==> config.mk <==
export PLATFORM = sky130hd
export DESIGN_NAME = r32_mem_port
export DESIGN_NICKNAME = d
export VERILOG_FILES = /design/src/rtl/r32_mem_port.sv
export SDC_FILE = /design/constraint.sdc
export NUM_CORES = 1
export LEC_CHECK = 0
export CAP_MARGIN = 20
export CORE_UTILIZATION = 50
export DETAILED_ROUTE_END_ITERATION = 8
export PLACE_DENSITY = 0.7
export SETUP_SLACK_MARGIN = 0.2
export SYNTH_ARGS = -nofsm -noshare
export SYNTH_HDL_FRONTEND = slang
export SYNTH_SLANG_ARGS = --single-unit
==> constraint.sdc <==
create_clock -name clock -period 3.5 [get_ports clock]
set_input_delay 0.7 -clock clock [delete_from_list [all_inputs] [get_ports clock]]
set_output_delay 0.7 -clock clock [all_outputs]
set_load 0.01 [all_outputs]
==> src/rtl/r32_mem_port.sv <==
// R32 memory port: buffered in-order request channel with read-credit
// flow control and a response FIFO toward the core.
module r32_mem_port #(
    parameter int ADDR_W    = 32,
    parameter int DATA_W    = 32,
    parameter int REQ_DEPTH = 4,
    parameter int MAX_RD    = 4
) (
    input  logic              clock,
    input  logic              reset,
    input  logic              req_valid,
    output logic              req_ready,
    input  logic [ADDR_W-1:0] req_addr,
    input  logic [DATA_W-1:0] req_data,
    input  logic              req_write,
    output logic [ADDR_W-1:0] m_address,
    output logic [DATA_W-1:0] m_data,
    output logic              m_write,
    output logic              m_valid,
    input  logic              m_ready,
    input  logic [DATA_W-1:0] s_data,
    input  logic              s_valid,
    output logic              s_ready,
    output logic              rsp_valid,
    input  logic              rsp_ready,
    output logic [DATA_W-1:0] rsp_data,
    output logic              err
);
    localparam int QA = $clog2(REQ_DEPTH);
    localparam int RA = (MAX_RD > 1) ? $clog2(MAX_RD) : 1;
    localparam int CW = $clog2(MAX_RD + 1);

    typedef struct packed {
        logic              wr;
        logic [ADDR_W-1:0] addr;
        logic [DATA_W-1:0] data;
    } req_t;

    req_t              qmem_q [REQ_DEPTH];
    logic [QA:0]       qwp_q, qwp_d, qrp_q, qrp_d;
    logic [DATA_W-1:0] rmem_q [MAX_RD];
    logic [RA-1:0]     rwi_q, rwi_d, rri_q, rri_d;
    logic              rwph_q, rwph_d, rrph_q, rrph_d;
    logic [CW-1:0]     credit_q, credit_d;
    logic [CW-1:0]     inflight_q, inflight_d;
    logic              err_q, err_d;

    req_t head;
    logic q_empty, q_full, r_empty, r_full;
    logic push, issue, rd_issue, s_hit, rsp_pop;

    function automatic logic [RA-1:0] r_inc(input logic [RA-1:0] i);
        return (i == RA'(MAX_RD - 1)) ? '0 : i + RA'(1);
    endfunction

    assign head    = qmem_q[qrp_q[QA-1:0]];
    assign q_empty = (qwp_q == qrp_q);
    assign q_full  = (qwp_q[QA] != qrp_q[QA]) &&
                     (qwp_q[QA-1:0] == qrp_q[QA-1:0]);
    assign r_empty = (rwi_q == rri_q) && (rwph_q == rrph_q);
    assign r_full  = (rwi_q == rri_q) && (rwph_q != rrph_q);

    assign req_ready = reset & ~q_full;
    assign push      = req_valid & req_ready;

    // A read at the head waits for credit and holds everything behind it.
    assign m_valid   = reset & ~q_empty &
                       (head.wr | (credit_q < CW'(MAX_RD)));
    assign m_address = reset ? head.addr : '0;
    assign m_data    = reset ? head.data : '0;
    assign m_write   = reset ? head.wr : 1'b0;
    assign issue     = m_valid & m_ready;
    assign rd_issue  = issue & ~head.wr;

    assign s_ready   = reset & ~r_full;
    assign s_hit     = s_valid & s_ready & (inflight_q != '0);
    assign rsp_valid = reset & ~r_empty;
    assign rsp_data  = rmem_q[rri_q];
    assign rsp_pop   = rsp_valid & rsp_ready;
    assign err       = err_q;

    always_comb begin
        qwp_d      = qwp_q;
        qrp_d      = qrp_q;
        rwi_d      = rwi_q;
        rwph_d     = rwph_q;
        rri_d      = rri_q;
        rrph_d     = rrph_q;
        credit_d   = credit_q;
        inflight_d = inflight_q;
        err_d      = err_q;
        if (push)
            qwp_d = qwp_q + (QA+1)'(1);
        if (issue)
            qrp_d = qrp_q + (QA+1)'(1);
        if (s_hit) begin
            rwi_d = r_inc(rwi_q);
            if (rwi_q == RA'(MAX_RD - 1))
                rwph_d = ~rwph_q;
        end
        if (rsp_pop) begin
            rri_d = r_inc(rri_q);
            if (rri_q == RA'(MAX_RD - 1))
                rrph_d = ~rrph_q;
        end
        if (rd_issue && !rsp_pop)
            credit_d = credit_q + CW'(1);
        else if (!rd_issue && rsp_pop)
            credit_d = credit_q - CW'(1);
        if (rd_issue && !s_hit)
            inflight_d = inflight_q + CW'(1);
        else if (!rd_issue && s_hit)
            inflight_d = inflight_q - CW'(1);
        if (s_valid && inflight_q == '0)
            err_d = 1'b1;
    end

    always_ff @(posedge clock) begin
        if (!reset) begin
            qwp_q      <= '0;
            qrp_q      <= '0;
            rwi_q      <= '0;
            rwph_q     <= 1'b0;
            rri_q      <= '0;
            rrph_q     <= 1'b0;
            credit_q   <= '0;
            inflight_q <= '0;
            err_q      <= 1'b0;
        end else begin
            qwp_q      <= qwp_d;
            qrp_q      <= qrp_d;
            rwi_q      <= rwi_d;
            rwph_q     <= rwph_d;
            rri_q      <= rri_d;
            rrph_q     <= rrph_d;
            credit_q   <= credit_d;
            inflight_q <= inflight_d;
            err_q      <= err_d;
        end
    end

    always_ff @(posedge clock) begin
        if (push)
            qmem_q[qwp_q[QA-1:0]] <= '{wr: req_write, addr: req_addr, data: req_data};
        if (s_hit)
            rmem_q[rwi_q] <= s_data;
    end
endmodule

### Word-level counts from Yosys, hierarchy flattened

Memory sizes are Yosys's and may differ from the RTL's. A register that Yosys moved wholly into a read port is not among the register bits.
Cells that the tools add are included.

| word-level totals | value |
|---|---|
| bits in registers | 19 |
| RAM bits | 388 |
| bits of input ports | 103 |
| output and inout port bits | 102 |
| word-level logic and storage cells | 81 |
| memories | 2 |

Memories:

| memory | words | bits a word | read ports | clocked after memory_dff | write ports | line | text |
|---|---|---|---|---|---|---|---|
| qmem_q | 4 | 65 | 1 | 1 | 1 | 39 | `req_t qmem_q [REQ_DEPTH];` |
| rmem_q | 4 | 32 | 1 | 1 | 1 | 41 | `logic [DATA_W-1:0] rmem_q [MAX_RD];` |

| operators by class | value |
|---|---|
| $add $sub $neg | 8 |
| magnitude comparators | 1 |
| equal/unequal tests | 8 |
| multiplexer cells | 17 |
| bitwise logic cells | 19 |
| reduce and logical (&&, ||, !) cells | 17 |

Operators with widths:

| operator | number |
|---|---|
| 2-to-1 mux 32 bit | 2 |
| adder 3 x 1 -> 3 bit (second input constant) | 4 |
| 2-to-1 mux 2 bit | 6 |
| 2-to-1 mux 3 bit | 4 |
| AND 1 bit | 11 |
| logical AND 1 bit | 8 |
| inverter 1 bit | 7 |
| subtractor 3 x 1 -> 3 bit (second input constant) | 2 |
| 2-to-1 mux 1 bit | 5 |
| adder 2 x 1 -> 2 bit (second input constant) | 2 |
| equality test 2 bit | 2 |
| equality test 2 bit (second input constant) | 2 |
| AND reduction 2 bit | 2 |
| nonzero test 2 bit | 2 |
| equality test 3 bit | 1 |
| logical NOT 1 bit | 3 |
| logical NOT 3 bit | 1 |
| less-than comparator 3 bit (second input constant) | 1 |
| nonzero test 3 bit | 1 |
| inequality test 1 bit | 2 |
| equality test 1 bit | 1 |
| bitwise OR 1 bit | 1 |

### Longest topological paths before layout

| depth | value |
|---|---|
| word-level depth | 10 |
| gate-level depth with buffers | 10 |
| mapped depth without buffers | 10 |

### Worst setup path before layout

OpenSTA, ideal clock, no wires.

| timing path | value |
|---|---|
| path kind | input to register |
| start | in reset |
| end | mem qmem_q[2][0] in the netlist's numbering, enable pin |
| setup time | 0.430 ns |
| data arrival time | 2.682 ns |
| path slack | 0.388 ns |
| stages | 3 |
| path through | inv_1 nor2_1 and3_1 |

| on the way | value |
|---|---|
| longest elaborated chain between the ends | 4 |

RTL lines:

| element | line | text |
|---|---|---|
| from (decl) | 10 | `input logic reset,` |
| AND 1 bit | 63 | `assign req_ready = reset & ~q_full;` |
| net req_ready | 12 | `output logic req_ready,` |
| AND 1 bit | 64 | `assign push = req_valid & req_ready;` |
| 2-to-1 mux 1 bit | 143 | `if (push)` |
| 2-to-1 mux 1 bit (implied by the code) | 144 | `qmem_q[qwp_q[QA-1:0]] <= '{wr: req_write, addr: req_addr, data: req_data};` |
| to (decl) | 39 |  |

The timed path passes the listed nets, and every way through them passes these cells.

==> key figures <==
Yosys
  – Net Count, Synth: 830
  – Register area share after synthesis: 0.773
  – Ranking of synthesized cells by area: edfxtp_1, mux4_2, dfxtp_1, and2_1, ha_1
  – Synth cell types: 34
  – Syn avg cell area: 22.0 sq um
  – Ys async rst share: 0
  – Syn. warnings: 0
  – Synthesized cell area: 0.0157 sq mm
  – Largest area contributor in the netlist: edfxtp_1
  – Most used flip-flop cell after synthesis: edfxtp_1
  – EDFF count, synth: 388
  – Synth Register Bits: 411
  – Mapped Cells: 713
  – Area share of the largest cell type after synthesis: 0.743

STA
  – Final worst path period need: 3.23 ns
  – Slew HR: 0.554
  – Final Max Tran Viols: 0
  – Final setup viols: 0
  – RSZ-0062 raised after global routing: true
  – Fmax: 0.309 GHz
  – Fin crit share: 0.924
  – Final Hold Fails: 0
  – Setup Skew: 0.0153 ns
  – Slew @ Worst Pin: 0.669 ns
  – Setup_tns: 0 ns

Routing
  – DR DRC count: 24
  – First-pass detailed-route iteration total: 7
  – Number of routed nets with antenna violations: 0
  – WL/cell: 21.0 microns
  – Met3 WL post-DR: 2220 microns
  – Vias: 7506
  – Initial drt markers: 459
  – Met2 routed WL: 14200 microns
  – Max Used Layer: met5
  – WL met1: 12000 microns
  – Total wire length: 28900 microns
  – Drt via density: 5.46

Global routing
  – Global Route Usage Sum: 0.181
  – Initial antenna violation count: 1
  – Vias in the first global route: 7898
  – First-pass GRT wire length: 43400 microns
  – Largest net degree at the start of global routing: 70
  – Total gr overflow: 0

Floorplan
  – Core footprint: 0.0307 sq mm
  – Die area: 0.0321 sq mm
  – Initial core utilization: 0.510
  – Die height: 179 microns
  – FP Rows: 64
  – I/O pin cnt: 205
  – Die Wd: 179 microns

Final layout
  – Final nets: 1068
  – Register area: 0.0121 sq mm
  – Commonest non-fill, non-tap cells in the layout: edfxtp_1, clkdlybuf4s50_1, mux4_2, and2_1, clkbuf_16
  – Area of the multi-input gates: 0.00337 sq mm
  – Commonest non-fill, non-tap cell in the layout: edfxtp_1
  – Layout cells sized above 1: 0.189
  – Area growth syn-to-layout: 24.7%
  – Non-filler cells in the finished layout: 1375
  – Ant diodes: 0
  – Fillers: 2128

Hold path
  – Hold Crit Depth: 2
  – Hold Crit Start: err
  – Class of the worst hold path: reg2reg
  – Hold endpoint: err

Power
  – P_leak: 6.27 nW
  – VDD IR max: 472 uV
  – Pwr Density: 599 mW/mm^2

Clocking
  – Count of hold-fix buffers inserted at cts: 0
  – Clk root buf: clkbuf_16
  – CTS clk-pin slew, worst paths: 0.06 ns
  – Max H-tree Level: 2
  – CTS tree: done
  – Clock insertion delay at the later pin of the skew report: 0.53 ns
  – CTS buffer count: 43
  – Setup bufs post-CTS: 0
  – # clock sinks: 411
  – CTS max path bufs: 3

Worst setup path
  – Crit-path max FO: 47
  – Crit start category: flop
  – Depth of the most critical reg-to-reg path: 8
  – R2r endpoint: credit_q[2]
  – Buf/Inv on CP: 2
  – CP arrival: 2.53 ns
  – Slowest-stage cell, CP: mux4_2
  – Ordered cell list for the critical path: buf_16, mux4_2, and2_1, clkdlybuf4s50_1
  – Data required time of the worst path: 2.80 ns
  – Reg2Reg Setup Slack: 0.65 ns
  – CP delay by family, top: buffers and inverters
  – Largest stage delay, worst path: 0.59 ns
  – Critical path class: reg2out
  – Critical Path End Type: primary output

Placed design
  – Hpwl dp: 17200 microns
  – Placed Cells incl. Taps: 1302
  – Routability Congestion: 0.727
  – Port Buf Inserts: 204

Run
  – Max_cap viols: 0

Status
  – Failing checks: design-rule violations
  – Outcome: finished with violations
==> registers in the layout (all words and copies together) (netlist names), named ones only <==
register	cells
qmem_q	260
qwp_q	3
rmem_q	128
rrph_q	1
inflight_q	3
rwph_q	1
err	1
rwi_q	2
rri_q	2
credit_q	3
qrp_q	3
==> area by class of cell <==
type                       instances  area share
tap                              396      0.0253
sequential                       411       0.620
clock inverter                    20     0.00582
inverter                          10     0.00192
multi-input combinational        262       0.172
timing repair buffer             223       0.117
clock buffer                      53      0.0580
==> power breakdown <==
part	switching [mW]	leakage, nW	internal, mW
combinational	0.867	1.96	1.14
clock	1.73	0.610	2.30
sequential	0.0922	3.70	5.59
total	2.69	6.27	9.02
==> per-layer routing <==
layer  global-route usage  up-vias
met5                    0        -
met4               0.0480        2
met3               0.0505       39
met2                0.297      211
met1                0.239     3879
li1                     -     3375
==> how the worst max path moves through the flow <==
stage,startpoint,to,slack (ns),cells past startpoint
after floorplan,reset,qmem_q[2][0],0.39,3
after global placement,m_ready,credit_q[2],0.46,9
after detailed placement,m_ready,credit_q[2],0.35,9
after CTS,flop,m_data[22],0.20,4
after global routing,flop,m_data[22],0.13,4
final,flop,m_data[22],0.27,4
==> worst register-to-register path: stages, from the launching register on <==
cell	delay (ns)
dfxtp_2	0.55
mux4_2	0.43
nor4_1	0.45
ha_1	0.28
inv_1	0.06
fa_1	0.38
xor2_1	0.18
or3_1	0.30
a21oi_1	0.14
==> synth_stat cells, types with 7 or more instances <==
library cell,instances
edfxtp_1,388
mux4_2,97
and2_1,70
dfxtp_1,23
nor2_1,16
clkbuf_1,12
ha_1,12
inv_1,10
xor2_1,10
a21oi_1,7
buf_1,7
mux2i_1,7
==> kinds of logic (layout without fill, tap and decap cells) <==
| kind of cell | count (synthesis) | after routing | synth area share |
|---|---|---|---|
| fa+ha+maj | 14 | 14 | 0.0121 |
| flops | 411 | 411 | 0.773 |
| buf+inv | 40 | 306 | 0.0129 |
| mux | 104 | 104 | 0.144 |
| xor+xnor | 16 | 16 | 0.00942 |
| compound gates | 21 | 21 | 0.00990 |
| simple gates | 107 | 107 | 0.0392 |
==> stage by stage <==
| step | area (sq um) | util | hold WS, ns | power, mW | setup slack, ns |
|---|---|---|---|---|---|
| after global placement | 18300 | 0.595 | 0.454 | 7.80 | 0.464 |
| after global routing | 19600 | 0.636 | 0.517 | 12.2 | 0.132 |
| after detailed placement | 18300 | 0.595 | 0.456 | 7.83 | 0.354 |
| after floorplan | 15700 | - | 0.459 | 6.96 | 0.388 |
| final | 19600 | 0.636 | 0.466 | 11.7 | 0.267 |
| after CTS | 19600 | 0.636 | 0.472 | 11.9 | 0.203 |
==> timing repair <==
item	in CTS	in global routing
resized for setup	1	0
setup endpoints to repair	2	22
cloned	0	0
No activity file was read; power rests on OpenSTA's default activity.
